$ cat src/rtl/vadd_pkg.sv
// Shared constants and types for the vector add result stage.
package vadd_pkg;

  localparam logic [1:0] SEW8  = 2'd0;
  localparam logic [1:0] SEW16 = 2'd1;
  localparam logic [1:0] SEW32 = 2'd2;
  localparam logic [1:0] SEW64 = 2'd3;

  localparam int OP_SUB   = 1;
  localparam int OP_REV   = 0;
  localparam int OP_WIDEN = 4;

  localparam int LANE_W  = 10;
  localparam int DATA_W  = 64;
  localparam int RES_W   = 81;
  localparam int SEW_W   = 2;
  localparam int OPSEL_W = 5;

  typedef struct packed {
    logic [DATA_W-1:0] data;
    logic [7:0]        cmask;
    logic              vxsat;
  } beat_t;

  localparam beat_t BEAT_ZERO = '{data: 64'd0, cmask: 8'd0, vxsat: 1'b0};

  typedef enum logic [1:0] {
    ST_EMPTY = 2'd0,
    ST_ONE   = 2'd1,
    ST_TWO   = 2'd2
  } skid_state_e;

  // Without 64-bit support the widest SEW code folds onto 32-bit elements.
  function automatic logic [1:0] eff_sew(input logic [1:0] sew, input logic en64);
    logic [1:0] r;
    if ((sew == SEW64) && !en64) begin
      r = SEW32;
    end else begin
      r = sew;
    end
    return r;
  endfunction

endpackage

$ cat src/rtl/vadd_result_stage_if.sv
// Upstream adder beat and downstream writeback handshake of the result stage.
interface vadd_result_stage_if;

  logic                          in_valid;
  logic                          in_ready;
  logic [vadd_pkg::RES_W-1:0]    in_result;
  logic [vadd_pkg::DATA_W-1:0]   in_vec0;
  logic [vadd_pkg::DATA_W-1:0]   in_vec1;
  logic [vadd_pkg::SEW_W-1:0]    in_sew;
  logic [vadd_pkg::OPSEL_W-1:0]  in_opSel;
  logic                          in_sat;
  logic                          in_signed;
  logic                          out_valid;
  logic                          out_ready;
  logic [vadd_pkg::DATA_W-1:0]   out_data;
  logic [7:0]                    out_cmask;
  logic                          out_vxsat;

  modport slave (
    input  in_valid, in_result, in_vec0, in_vec1, in_sew, in_opSel, in_sat, in_signed, out_ready,
    output in_ready, out_valid, out_data, out_cmask, out_vxsat
  );

  modport master (
    output in_valid, in_result, in_vec0, in_vec1, in_sew, in_opSel, in_sat, in_signed, out_ready,
    input  in_ready, out_valid, out_data, out_cmask, out_vxsat
  );

endinterface

$ cat src/rtl/vadd_elem_sat.sv
// One element of the result stage: carry/borrow mask bit plus optional
// unsigned or signed saturation of the raw adder sum.
module vadd_elem_sat #(
  parameter int EW = 8
) (
  input  logic [EW-1:0] raw_i,
  input  logic          carry_i,
  input  logic          a_msb_i,
  input  logic          b_msb_i,
  input  logic          is_sub_i,
  input  logic          sat_i,
  input  logic          signed_i,
  output logic [EW-1:0] value_o,
  output logic          cmask_o,
  output logic          sat_o
);

  logic cm_s;
  logic ovf_s;

  // A subtract's carry-out is the inverted borrow; cm_s also flags unsigned overflow.
  assign cm_s    = is_sub_i ? ~carry_i : carry_i;
  assign ovf_s   = (is_sub_i ? (a_msb_i != b_msb_i) : (a_msb_i == b_msb_i)) &&
                   (raw_i[EW-1] != a_msb_i);
  assign cmask_o = cm_s;

  // Saturated element value and saturation event
  always_comb begin
    value_o = raw_i;
    sat_o   = 1'b0;
    if (sat_i && signed_i) begin
      if (ovf_s) begin
        value_o = a_msb_i ? {1'b1, {(EW-1){1'b0}}} : {1'b0, {(EW-1){1'b1}}};
        sat_o   = 1'b1;
      end else begin
        value_o = raw_i;
      end
    end else if (sat_i) begin
      if (cm_s) begin
        value_o = is_sub_i ? {EW{1'b0}} : {EW{1'b1}};
        sat_o   = 1'b1;
      end else begin
        value_o = raw_i;
      end
    end else begin
      value_o = raw_i;
    end
  end

endmodule

$ cat src/rtl/vadd_result_stage.sv
// Registered result stage of the vector adder: guard stripping, carry masks,
// saturation, and a two-entry skid buffer giving a registered in_ready.
module vadd_result_stage
  import vadd_pkg::*;
#(
  parameter int REQ_DATA_WIDTH = 64,
  parameter int SEW_WIDTH      = 2,
  parameter int OPSEL_WIDTH    = 5,
  parameter int ENABLE_64_BIT  = 0
) (
  input logic                 clk,
  input logic                 rst,
  vadd_result_stage_if.slave  bus
);

  logic [SEW_WIDTH-1:0]      sew_eff_s;
  logic [OPSEL_WIDTH-1:0]    op_s;
  logic                      is_sub_s;
  logic                      is_rev_s;
  logic [REQ_DATA_WIDTH-1:0] raw_s;
  logic [REQ_DATA_WIDTH-1:0] op_a_s;
  logic [REQ_DATA_WIDTH-1:0] op_b_s;
  logic [63:0]               lane_data_s  [4];
  logic [7:0]                lane_cmask_s [4];
  logic [7:0]                lane_sat_s   [4];
  beat_t                     new_s;
  beat_t                     main_q, main_d, skid_q, skid_d;
  skid_state_e               state_q, state_d;
  logic                      in_ready_q, in_ready_d;
  logic                      out_valid_q, out_valid_d;
  logic                      accept_s, drain_s;
  logic                      unused_s;

  assign sew_eff_s = eff_sew(bus.in_sew, ENABLE_64_BIT != 0);
  assign op_s      = bus.in_opSel;
  assign is_sub_s  = op_s[OP_SUB];
  assign is_rev_s  = op_s[OP_SUB] & op_s[OP_REV];
  // Effective operand order decides which sign bit is the minuend's.
  assign op_a_s    = is_rev_s ? bus.in_vec1 : bus.in_vec0;
  assign op_b_s    = is_rev_s ? bus.in_vec0 : bus.in_vec1;
  assign unused_s  = ^{bus.in_result, op_s, bus.in_vec0, bus.in_vec1};

  for (genvar i = 0; i < 8; i++) begin : g_byte
    assign raw_s[8*i +: 8] = bus.in_result[LANE_W*i + 1 +: 8];
  end

  for (genvar g = 0; g < 4; g++) begin : g_sew
    localparam int EW = 8 << g;
    localparam int NE = 8 >> g;
    logic [63:0]   data_s;
    logic [NE-1:0] cm_s;
    logic [NE-1:0] sat_s;
    for (genvar k = 0; k < NE; k++) begin : g_elem
      localparam int J = (k + 1) * (1 << g) - 1;
      vadd_elem_sat #(.EW(EW)) u_elem (
        .raw_i    (raw_s[k*EW +: EW]),
        .carry_i  (bus.in_result[LANE_W*J + LANE_W]),
        .a_msb_i  (op_a_s[k*EW + EW - 1]),
        .b_msb_i  (op_b_s[k*EW + EW - 1]),
        .is_sub_i (is_sub_s),
        .sat_i    (bus.in_sat),
        .signed_i (bus.in_signed),
        .value_o  (data_s[k*EW +: EW]),
        .cmask_o  (cm_s[k]),
        .sat_o    (sat_s[k])
      );
    end
    if (NE < 8) begin : g_pad
      assign lane_cmask_s[g] = {{(8-NE){1'b0}}, cm_s};
      assign lane_sat_s[g]   = {{(8-NE){1'b0}}, sat_s};
    end else begin : g_full
      assign lane_cmask_s[g] = cm_s;
      assign lane_sat_s[g]   = sat_s;
    end
    assign lane_data_s[g] = data_s;
  end

  assign new_s.data  = lane_data_s[sew_eff_s];
  assign new_s.cmask = lane_cmask_s[sew_eff_s];
  assign new_s.vxsat = |lane_sat_s[sew_eff_s];

  assign accept_s = bus.in_valid && in_ready_q;
  assign drain_s  = out_valid_q && bus.out_ready;

  // Skid buffer next-state: main feeds the output, skid absorbs one stalled beat
  always_comb begin
    state_d = state_q;
    main_d  = main_q;
    skid_d  = skid_q;
    case (state_q)
      ST_EMPTY: begin
        if (accept_s) begin
          state_d = ST_ONE;
          main_d  = new_s;
        end else begin
          state_d = ST_EMPTY;
        end
      end
      ST_ONE: begin
        if (accept_s && drain_s) begin
          state_d = ST_ONE;
          main_d  = new_s;
        end else if (accept_s) begin
          state_d = ST_TWO;
          skid_d  = new_s;
        end else if (drain_s) begin
          state_d = ST_EMPTY;
        end else begin
          state_d = ST_ONE;
        end
      end
      ST_TWO: begin
        if (drain_s) begin
          state_d = ST_ONE;
          main_d  = skid_q;
        end else begin
          state_d = ST_TWO;
        end
      end
      default: begin
        state_d = ST_EMPTY;
      end
    endcase
    out_valid_d = (state_d != ST_EMPTY);
    in_ready_d  = (state_d != ST_TWO);
  end

  // State and output registers
  always_ff @(posedge clk) begin
    if (!rst) begin
      state_q     <= ST_EMPTY;
      main_q      <= BEAT_ZERO;
      skid_q      <= BEAT_ZERO;
      out_valid_q <= 1'b0;
      in_ready_q  <= 1'b1;
    end else begin
      state_q     <= state_d;
      main_q      <= main_d;
      skid_q      <= skid_d;
      out_valid_q <= out_valid_d;
      in_ready_q  <= in_ready_d;
    end
  end

  assign bus.in_ready  = in_ready_q;
  assign bus.out_valid = out_valid_q;
  assign bus.out_data  = main_q.data;
  assign bus.out_cmask = main_q.cmask;
  assign bus.out_vxsat = main_q.vxsat;

endmodule

$ cat src/flat_wrapper.sv
// flat-port wrapper written by rule: the top's interface ports become plain ports
module vadd_result_stage_flat import vadd_pkg::*;
#(
  parameter int REQ_DATA_WIDTH = 64,
  parameter int SEW_WIDTH      = 2,
  parameter int OPSEL_WIDTH    = 5,
  parameter int ENABLE_64_BIT  = 0
)
  (clk, rst, bus_in_valid, bus_in_result, bus_in_vec0, bus_in_vec1, bus_in_sew, bus_in_opSel, bus_in_sat, bus_in_signed, bus_out_ready, bus_in_ready, bus_out_valid, bus_out_data, bus_out_cmask, bus_out_vxsat);
  vadd_result_stage_if bus_i ();
  input logic clk;
  input logic rst;
  input wire logic [$bits(bus_i.in_valid)-1:0] bus_in_valid;
  input wire logic [$bits(bus_i.in_result)-1:0] bus_in_result;
  input wire logic [$bits(bus_i.in_vec0)-1:0] bus_in_vec0;
  input wire logic [$bits(bus_i.in_vec1)-1:0] bus_in_vec1;
  input wire logic [$bits(bus_i.in_sew)-1:0] bus_in_sew;
  input wire logic [$bits(bus_i.in_opSel)-1:0] bus_in_opSel;
  input wire logic [$bits(bus_i.in_sat)-1:0] bus_in_sat;
  input wire logic [$bits(bus_i.in_signed)-1:0] bus_in_signed;
  input wire logic [$bits(bus_i.out_ready)-1:0] bus_out_ready;
  output wire logic [$bits(bus_i.in_ready)-1:0] bus_in_ready;
  output wire logic [$bits(bus_i.out_valid)-1:0] bus_out_valid;
  output wire logic [$bits(bus_i.out_data)-1:0] bus_out_data;
  output wire logic [$bits(bus_i.out_cmask)-1:0] bus_out_cmask;
  output wire logic [$bits(bus_i.out_vxsat)-1:0] bus_out_vxsat;
  assign bus_i.in_valid = bus_in_valid;
  assign bus_i.in_result = bus_in_result;
  assign bus_i.in_vec0 = bus_in_vec0;
  assign bus_i.in_vec1 = bus_in_vec1;
  assign bus_i.in_sew = bus_in_sew;
  assign bus_i.in_opSel = bus_in_opSel;
  assign bus_i.in_sat = bus_in_sat;
  assign bus_i.in_signed = bus_in_signed;
  assign bus_i.out_ready = bus_out_ready;
  assign bus_in_ready = bus_i.in_ready;
  assign bus_out_valid = bus_i.out_valid;
  assign bus_out_data = bus_i.out_data;
  assign bus_out_cmask = bus_i.out_cmask;
  assign bus_out_vxsat = bus_i.out_vxsat;
  vadd_result_stage #(.REQ_DATA_WIDTH(REQ_DATA_WIDTH), .SEW_WIDTH(SEW_WIDTH), .OPSEL_WIDTH(OPSEL_WIDTH), .ENABLE_64_BIT(ENABLE_64_BIT)) u_core (.clk(clk), .rst(rst), .bus(bus_i));
endmodule
$ cat config.mk
export PLATFORM = sky130hd
export DESIGN_NAME = vadd_result_stage_flat
export DESIGN_NICKNAME = d
export VERILOG_FILES = /design/src/rtl/vadd_pkg.sv /design/src/rtl/vadd_result_stage_if.sv /design/src/rtl/vadd_elem_sat.sv /design/src/rtl/vadd_result_stage.sv /design/src/flat_wrapper.sv
export SDC_FILE = /design/constraint.sdc
export NUM_CORES = 1
export LEC_CHECK = 0
export BUFFER_PORTS_ARGS = -buffer_cell sky130_fd_sc_hd__buf_2
export CORE_ASPECT_RATIO = 0.6
export CORE_MARGIN = 4
export CORE_UTILIZATION = 55
export DETAILED_ROUTE_END_ITERATION = 7
export GPL_TIMING_DRIVEN = 0
export HOLD_SLACK_MARGIN = 0.15
export PLACE_DENSITY = 0.83
export SYNTH_ARGS = -nofsm -noshare
export SYNTH_HDL_FRONTEND = slang
export SYNTH_SLANG_ARGS = --single-unit
$ cat constraint.sdc
create_clock -name clk -period 5.7 [get_ports clk]
set_input_delay 0.57 -clock clk [delete_from_list [all_inputs] [get_ports clk]]
set_output_delay 0.57 -clock clk [all_outputs]
set_load 0.02 [all_outputs]
# Word-level counts from Yosys, hierarchy flattened
# Index checks and enable logic that the tools add are counted.
# classes
shifts	0
div_mod_pow	0
addsub	0
reduce_logical	18
magnitude_cmp	1
n_eq_ne	31
bitwise_logic	11
muxes	149
n_mul	0
# ops
cell	count
$mux 64	10
$mux 8	45
$mux 32	11
$mux 16	21
$mux 73	3
$pmux 73 s3	1
$bmux 64 s2	1
$mux 1	50
$bmux 8 s2	2
$ne 1x1->1	16
$logic_and 1x1->1	12
$not 1->1	9
$eq 1x1->1	8
$mux 2	4
$reduce_or 8->1	1
$ne 2x1->1 const B	3
$pmux 2 s3	1
$eq 2x2->1 const B	2
$reduce_and 4->1	1
$ge 3x3->1 const B	1
$not 2->3	1
$reduce_and 3->1	1
$reduce_bool 3->1	1
$eq 2x1->1 const B	1
4 further kinds	4
# word_totals
output_inout_bits	75
mem_count	0
mem_bits_rw	0
latch_bits	0
register_bits	150
elab_cells	219
inputBits	222
rom_bits	0

# Longest topological paths before layout
# Gate-level depths: netlist of the first run.
# depth
word_depth	13
depth_mapped	11
ltp_nobuf	7

# Cells and area by module
# A second synthesis of the first run with hierarchy kept.
# hier_totals
hier_cells	1417
area_unflattened_um2	11712.5
# modules_own_cells
mod	seq_area_each_um2	cells_per_inst	area_per_inst_um2	n_inst
vadd_result_stage	3002.9	939	7843.8	1
vadd_elem_sat (u_core.g_sew[0].g_elem[0].u_elem ...)	0.0	27	225.2	8
vadd_elem_sat (u_core.g_sew[1].g_elem[0].u_elem ...)	0.0	37	296.5	4
vadd_elem_sat (u_core.g_sew[2].g_elem[0].u_elem ...)	0.0	57	440.4	2

# Worst setup path after synthesis of the first run
# OpenSTA, ideal clock, no wires.
# synth_timing
path_kind	input port to flip-flop
startpoint	in bus_in_vec1[47]
endpoint	reg u_core.main_q (netlist bit u_core.bus.out_data[36])
path_slack_ps	3294
setup_ps	122
arrival_time_ps	2285
required_time_ps	5578
path_stages	9
path_buffers	2
path_cell_list	buf_6 -> or3b_4 -> a21oi_2 -> a21oi_2 -> a21bo_1 -> o31ai_4 -> buf_6 -> nor2_1 -> o311a_1
# synth_between
elab_chain_len	11
elab_cells_between_ends	16
classes_between	3 x eq/ne; 12 x mux; 1 x reduce/logical
# synth_rtl
item	line	rtl
start, declared	flat_wrapper.sv:16	input wire logic [$bits(bus_i.in_vec1)-1:0] bus_in_vec1;
$mux 64 (on tied branches)	vadd_result_stage.sv:39, vadd_result_stage.sv:40	
$eq 1x1->1 / $ne 1x1->1 (equally long branches)	vadd_elem_sat.sv:23	assign ovf_s = (is_sub_i ? (a_msb_i != b_msb_i) : (a_msb_i == b_msb_i)) &&
$mux 1	vadd_elem_sat.sv:23	
$logic_and 1x1->1	vadd_elem_sat.sv:23	
$mux 16 *	vadd_elem_sat.sv:32	if (ovf_s) begin
$mux 16 *	vadd_elem_sat.sv:31	if (sat_i && signed_i) begin
$bmux 64 s2 *	vadd_result_stage.sv:78	assign new_s.data = lane_data_s[sew_eff_s];
$mux 64 (not written as such) * (2 in series)	vadd_result_stage.sv:78	
$mux 73 (on tied branches)	vadd_result_stage.sv:100, vadd_result_stage.sv:92	
$pmux 73 s3 *	vadd_result_stage.sv:90	case (state_q)
end signal, assigned	vadd_result_stage.sv:138	main_q <= main_d;
end, declared	vadd_result_stage.sv:27	beat_t main_q, main_d, skid_q, skid_d;
# Every way passes the cells marked *; elsewhere a longest branch is shown, timed or not. The select of a mux whose other input is x is not followed.
# A chain may end at the register's enable or synchronous reset.

# Worst setup path after layout of the first run
# layout_timing
startpoint	in bus_in_signed
endpoint	reg u_core.main_q (netlist bit u_core.bus.out_data[63])
# layout_between
elab_chain_len	7
elab_cells_between_ends	11
classes_between	10 x mux; 1 x reduce/logical
# layout_rtl
item	line	rtl
start, declared	flat_wrapper.sv:20	input wire logic [$bits(bus_i.in_signed)-1:0] bus_in_signed;
$logic_and 1x1->1 *	vadd_elem_sat.sv:31	
$mux 64, or another cell as far along	vadd_elem_sat.sv:31	
$bmux 64 s2 *	vadd_result_stage.sv:78	
$mux 64 (not written as such) * (2 in series)	vadd_result_stage.sv:78	
$mux 73 (on tied branches)	vadd_result_stage.sv:100, vadd_result_stage.sv:92	
$pmux 73 s3 *	vadd_result_stage.sv:90	
# Marked as above.

==> metrics, run 1 <==
final hold viol count=0; Synth Register Bits=150; register area share after synthesis=0.276; area leader, netlist=dfxtp_1; failing checks=DRC; fin. max-slew vios=0; prevailing post-synth register cell=dfxtp_1; Tot Pwr=about 3.7 mW; max-capacitance violation count=0; Worst slew margin=0.237; number of global-route vias before repair=12100; Flop pwr share=0.326; CP peak stage delay=between 0.6 and 0.7 ns; Port Buf Inserts=142; # fillers=1736; Hold WC Path Type=flop to flop; fraction of layout cells with a size suffix above 1=0.137; PD cells=294 nW/um^2; global-route wire length before repair=70400 microns; worst r2r path cells=8; FF-to-FF End=u_core.bus.out_data[36]; crit path max-delay cell type=a31oi_1; H-tree levels=4; CTS Hold Buffers Added=0; largest net degree at the start of global routing=17; outcome=complete, but fails checks; Cell Chain, Critical Path=buf_2 -> nand2_1 -> clkbuf_1 -> buf_1 -> a31oi_1 -> a31oi_1 -> nand2_1 -> a311oi_1; Net Count, Synth=1778; fraction of registers with async set/reset=0; clock-pin transition on the worst setup and hold timing paths=~0.070 ns; clock power share=0.379; total die area=~22000 sq um; Hold Path End=u_core.bus.out_data[22]; 1st-pass router iterations=8; Die Width=190 microns; Worst EP arrival=roughly 3.4 ns; maximum clock rate=roughly 0.33 GHz; Post-synth EDFFs=0; Post-CTS Setup Repair Bufs=0; Setup violations, final=0; Hold Crit Depth=2; largest cells by area after synthesis=dfxtp_1 28%, a21oi_1 12%, nor2_1 6.8%, clkbuf_1 4.6%, o21ai_0 4.1%; initial antenna violation count=5; YS warnings=0; Comb pwr share=0.295; Switching Share=0.347; Fin Setup TNS=0 ns; Detailed Place HPWL=35300 microns; drt wl/cell=roughly 24 microns; Worst path top cell family by delay=buffers and inverters; Mapped Cells=between 1500 and 2000; worst-margin pin slew=approximately 1.1 ns; Synth cell types=76; worst path bufs/invs=3; RSZ-0062 raised after global routing=no; Final GP Congestion=around 1.0; initial core utilization=0.567; Post-synth top cells=253 x a21oi_1, 197 x nor2_1, 150 x dfxtp_1, 134 x clkbuf_1, 116 x nand2_1; Lkg Pwr=roughly 4.9 nW; flop2flop setup slack=2.98 ns; critical path capture point type=flop; # IOs=between 200 and 300; Post-DRT Antenna Nets=0; Die Y=between 100 and 150 microns; worst skew pair latency=0.43 ns; via count=roughly 14000; number of remaining DRC errors=1; Yosys top cell area share=0.276; worst-case clock buffer depth=2; CTS Sinks=150; Root Buffer=clkbuf_16; worst hold slack=approximately 0.45 ns; Sw Pwr=around 1.3 mW; CTS resizes=0; Total Routing Usage GR=0.407; mapped cell area=between 10000 and 15000 sq um; Period minus WS final=just over 3 ns; CTS tree=yes; Worst EP required=~6.1 ns; gr ovfl total=0; area delta synth->final=16.2%; Core Area=19200 sq um; min-delay src=u_core.bus.out_data[22]; final worst-path cycle share=0.533; TritonCTS Buffers=17; fin nets=slightly below 2000; reg2reg start=u_core.bus.in_ready; 1st-iter DRT viols=2260; fin util=0.659; CP Max Fanout=10; Clock Skews=approximately 0.0061 ns; routed wire length=47500 microns; WS Path Type=primary input to flop; top-count cell post-synth=a21oi_1; Int Power=2.43 mW; Syn Area/Cell=between 7 and 8 sq um; startpoint types=primary input; Via density=~6.9; # rows=39; VDD IR max=around 230 uV
cells in the final DEF, fill, tap and decap left out, types with 9 or more instances in the layout:
cell / Yosys / routed
a211oi_1: 27 / 27
a21o_1: 17 / 17
a21oi_1: 253 / 253
a31oi_1: 13 / 13
buf_1: 17 / 17
buf_2: 22 / 164
clkbuf_1: 134 / 134
clkbuf_16: 0 / 17
dfxtp_1: 150 / 150
inv_1: 20 / 20
mux2i_1: 18 / 18
nand2_1: 116 / 116
nand2b_1: 33 / 33
nand3_1: 33 / 33
nand3b_1: 9 / 9
nor2_1: 197 / 197
nor2b_1: 10 / 10
nor3_1: 34 / 34
o211a_1: 15 / 15
o211ai_1: 48 / 48
o21a_1: 17 / 17
o21ai_0: 90 / 90
o21ai_1: 42 / 42
o221ai_1: 36 / 36
o22ai_1: 21 / 21
o311a_1: 12 / 12
o32a_1: 14 / 14
o32ai_1: 13 / 13
xnor2_1: 15 / 15
metal layers:
metal	vias to the layer above	routed length (microns)	share of wire	global-route usage
met2	1192	18700	0.39	0.571
met5	-	45	0.00095	0
met4	8	1300	0.027	0.116
li1	6065	-	-	-
met1	6435	18800	0.40	0.584
met3	120	8660	0.18	0.154
cell type report:
class,instances,area [sq um],area share
buffer,185,790,0.0624
antenna,1,2.50,0.000198
multi-input combinational,1197,7020,0.554
tap,266,333,0.0263
sequential,150,3000,0.237
timing repair buffer,142,711,0.0561
inverter,22,82.6,0.00652
clock inverter,12,270,0.0213
clock buffer,19,453,0.0358
cell families after synthesis:
family | Yosys count | share of synthesized area
XOR/XNOR | 17 | 0.0149
adder cells (fa/ha/maj) | 4 | 0.00413
multiplexers | 20 | 0.0188
AO/OA/AOI/OAI | 692 | 0.414
buffers and inverters | 207 | 0.0801
AND/OR/NAND/NOR | 464 | 0.192
flip-flops | 150 | 0.276
stage by stage:
| step | instances | worst slack, ns | area [sq um] |
|---|---|---|---|
| floorplan | 1554 | 3.29 | 10900 |
| global placement | 1962 | 2.46 | 11900 |
| detailed placement | 1962 | 2.46 | 11900 |
| CTS | 1993 | 2.85 | 12700 |
| global route | 1994 | 2.57 | 12700 |
| finish | 1994 | 2.66 | 12700 |
worst max path at each step:
stage / start / endpoint / cells past startpoint
2_1_floorplan: bus_in_vec1[47] / u_core.bus.out_data[36] / 9
3_3_place_gp: bus_in_opSel[1] / u_core.bus.out_data[39] / 9
3_5_place_dp: bus_in_signed / u_core.bus.out_data[63] / 8
4_1_cts: bus_in_opSel[0] / u_core.bus.out_data[5] / 9
5_1_grt: bus_in_opSel[0] / u_core.bus.out_data[5] / 9
6_report: bus_in_signed / u_core.bus.out_data[63] / 8
registers in the layout, indices dropped and copies added (netlist names):
name                  flops
u_core.skid_q            73
u_core.bus.out_data      64
u_core.state_q            2
u_core.bus.out_vxsat      1
u_core.bus.in_ready       1
u_core.bus.out_valid      1
u_core.bus.out_cmask      8
power groups by stage:
stage	clock (mW)	combinational, mW	sequential [mW]
6_report	1.41	1.10	1.21
5_1_grt	1.44	1.16	1.22
4_1_cts	1.39	1.05	1.21
3_5_place_dp	0	1.04	1.23
3_3_place_gp	0	1.01	1.22
2_1_floorplan	0	0.605	1.30
worst register-to-register path, delay by kind of cell (launching register included):
| family | cells | cell delay [ns] |
|---|---|---|
| AO/OA/AOI/OAI | 3 | 0.75 |
| buffers and inverters | 2 | 0.83 |
| flip-flops | 1 | 0.33 |
| AND/OR/NAND/NOR | 3 | 0.70 |
No activity file was read; power rests on OpenSTA's default activity.
==> inputs of run 2 (changes only) <==
- ABC_AREA: not set -> 1
- CORE_UTILIZATION: 55 -> 48
- PLACE_DENSITY: 0.83 -> 0.78
- clock period: 5.7 -> 2.7 ns (I/O delays scaled with it)
==> run 2 against run 1 <==
Against the previous run: the run now ends clean; global-route usage is 8.7 points lower; setup slack worse by 2.3 ns; combinational power is 120% higher; utilization is 7.4 points lower; clock power is 78% higher; synthesized area is 7.4% lower; first-iteration DRC count is 25% lower; via count is 8.7% lower; non-clock buffer count is 53 lower; flip-flop and latch count stayed put; critical endpoint is now u_core.skid_q[37]; highest routed layer unchanged.
==> metrics, run 2 <==
register area share after synthesis=0.298; fraction of layout cells with a size suffix above 1=0.172; worst-case clock buffer depth=2; commonest non-fill, non-tap cells in the layout=503 x nand2_1, 208 x a21oi_1, 195 x buf_2, 153 x o21ai_0, 150 x dfxtp_1; Total Routing Usage GR=0.321; Flop pwr share=0.350; FF-to-FF End=u_core.skid_q[37]; Syn Area/Cell=between 6 and 7 sq um; CP Max Fanout=10; top-count cell post-synth=nand2_1; Port Buf Inserts=167; Post-synth top cells=503 x nand2_1, 208 x a21oi_1, 153 x o21ai_0, 150 x dfxtp_1, 147 x nor2_1; Net Count, Synth=approximately 1900; critical path capture point type=flop; Mapped Cells=roughly 1700; Switching Share=0.376; worst path bufs/invs=4; Post-DRT Antenna Nets=0; worst r2r path cells=10; reg2reg start=u_core.bus.in_ready; Post-CTS Setup Repair Bufs=0; # rows=40; Synth Register Bits=150; Period minus WS final=~2.4 ns; outcome=completed; CTS Sinks=150; worst hold slack=0.223 ns; worst-margin pin slew=a little under 0.8 ns; CTS Hold Buffers Added=0; CTS resizes=0; area leader, netlist=dfxtp_1; Clock Skews=0.00995 ns; number of global-route vias before repair=11400; routed wire length=~40000 microns; PD cells=roughly 630 nW/um^2; Setup violations, final=0; CTS tree=yes; Tot Pwr=between 7 and 8 mW; initial antenna violation count=2; clock-pin transition on the worst setup and hold timing paths=0.07 ns; H-tree levels=4; largest cells by area after synthesis=dfxtp_1 30%, nand2_1 19%, a21oi_1 10%, o21ai_0 7.6%, nand3_1 5.7%; Synth cell types=between 40 and 50; M1 GR Usage=0.471; WS Path Type=flop to flop; number of remaining DRC errors=0; Int Power=~4.7 mW; most common cell after layout, fill and taps aside=nand2_1; global-route wire length before repair=between 60000 and 70000 microns; CP peak stage delay=0.43 ns; Worst path top cell family by delay=buffers and inverters; grt met2 use=0.469; Final GP Congestion=0.973; Lkg Pwr=6.08 nW; max-capacitance violation count=0; 1st-pass router iterations=7; Worst slew margin=0.478; largest net degree at the start of global routing=17; crit path max-delay cell type=clkbuf_1; initial core utilization=0.496; Cell Chain, Critical Path=nand2_1 -> inv_1 -> ha_1 -> nor3_1 -> nand2_1 -> clkbuf_1 -> inv_2 -> clkbuf_1 -> o21ai_0 -> nor2_1; Detailed Place HPWL=~30000 microns; maximum clock rate=0.423 GHz; Die Y=roughly 120 microns; prevailing post-synth register cell=dfxtp_1; Comb pwr share=0.317; VDD IR max=a little over 600 uV; met3 Use GR=0.0707; startpoint types=flop; area delta synth->final=17.8%; final hold viol count=0; number of flip-flops in the largest register=73; fin nets=around 2100; flop2flop setup slack=around 0.34 ns; YS warnings=0; clock power share=0.333; # IOs=~300; Via density=around 6; Worst EP arrival=roughly 2.7 ns; busiest grt layer=met1; Hold Crit Depth=5; Root Buffer=clkbuf_16; min-delay src=bus_in_result[66]; Fin Setup TNS=0 ns; Core Area=20300 sq um; worst skew pair latency=~0.43 ns; Sw Pwr=2.83 mW; Hold Path End=u_core.skid_q[62]; drt wl/cell=~18 microns; via count=~13000; final worst-path cycle share=0.875; TritonCTS Buffers=17; Post-synth EDFFs=0; Yosys top cell area share=0.298; 1st-iter DRT viols=1702; mapped cell area=~10000 sq um; Die Width=195 microns; largest reg by FF count=u_core.skid_q; Worst EP required=slightly above 3 ns; fin. max-slew vios=0; Hold WC Path Type=primary input to flop; RSZ-0062 raised after global routing=no; fraction of registers with async set/reset=0; gr ovfl total=0; total die area=roughly 23000 sq um
[run 2: tightest hold or removal path, stage by stage]
cell	delay [ns]
buf_2	0.11
nand2_1	0.06
nand2_1	0.06
nand2_1	0.06
a21oi_1	0.05
[run 2: metal layers]
layer | share of wire | vias to the layer above | routed length, microns
met1 | 0.43 | 5838 | 16900
met3 | 0.13 | 88 | 5260
met2 | 0.41 | 780 | 16100
met5 | 0.00086 | - | 34
met4 | 0.025 | 4 | 1000
li1 | - | 5907 | -
[run 2: per-stage QoR]
step	utilization	cells	area, sq um	setup slack [ns]
after global placement	0.554	2111	11300	0.500
after detailed placement	0.554	2111	11300	0.374
after global routing	0.584	2143	11900	0.103
after CTS	0.584	2143	11900	0.412
after floorplan	-	1671	10100	0.864
final	0.585	2145	11900	0.339
[run 2: logic make-up after synthesis]
group / after synthesis / synth area share
adder cells (fa/ha/maj): 2 / 0.00248
flip-flops: 150 / 0.298
XOR/XNOR: 4 / 0.00496
buffers and inverters: 220 / 0.0965
AND/OR/NAND/NOR: 821 / 0.341
AO/OA/AOI/OAI: 474 / 0.257
[run 2: power by group through the flow]
| stage | clock network (mW) | logic [mW] | registers, mW |
|---|---|---|---|
| after global placement | 0 | 2.26 | 2.67 |
| final | 2.51 | 2.39 | 2.64 |
| after global routing | 2.59 | 2.62 | 2.66 |
| after floorplan | 0 | 1.33 | 2.86 |
| after detailed placement | 0 | 2.32 | 2.68 |
| after CTS | 2.50 | 2.34 | 2.63 |
[run 2: layout make-up]
type / instances / area (sq um)
Fill cell: 2017 / 8440
Multi-Input combinational cell: 1301 / 6110
Sequential cell: 150 / 3000
Timing Repair Buffer: 167 / 836
Buffer: 107 / 542
Clock buffer: 19 / 443
Inverter: 113 / 432
Tap cell: 273 / 342
Clock inverter: 13 / 171
Antenna cell: 2 / 5.00
[run 2: worst max-delay path by stage]
stage	start	end	slack, ns	cells after the start
after global routing	u_core.bus.in_ready	u_core.skid_q[37]	0.10	10
after CTS	u_core.bus.in_ready	u_core.skid_q[37]	0.41	10
after floorplan	u_core.bus.out_valid	u_core.skid_q[48]	0.86	11
final	u_core.bus.in_ready	u_core.skid_q[37]	0.34	10
after global placement	bus_in_valid	u_core.skid_q[10]	0.50	11
after detailed placement	bus_in_valid	u_core.skid_q[6]	0.37	10
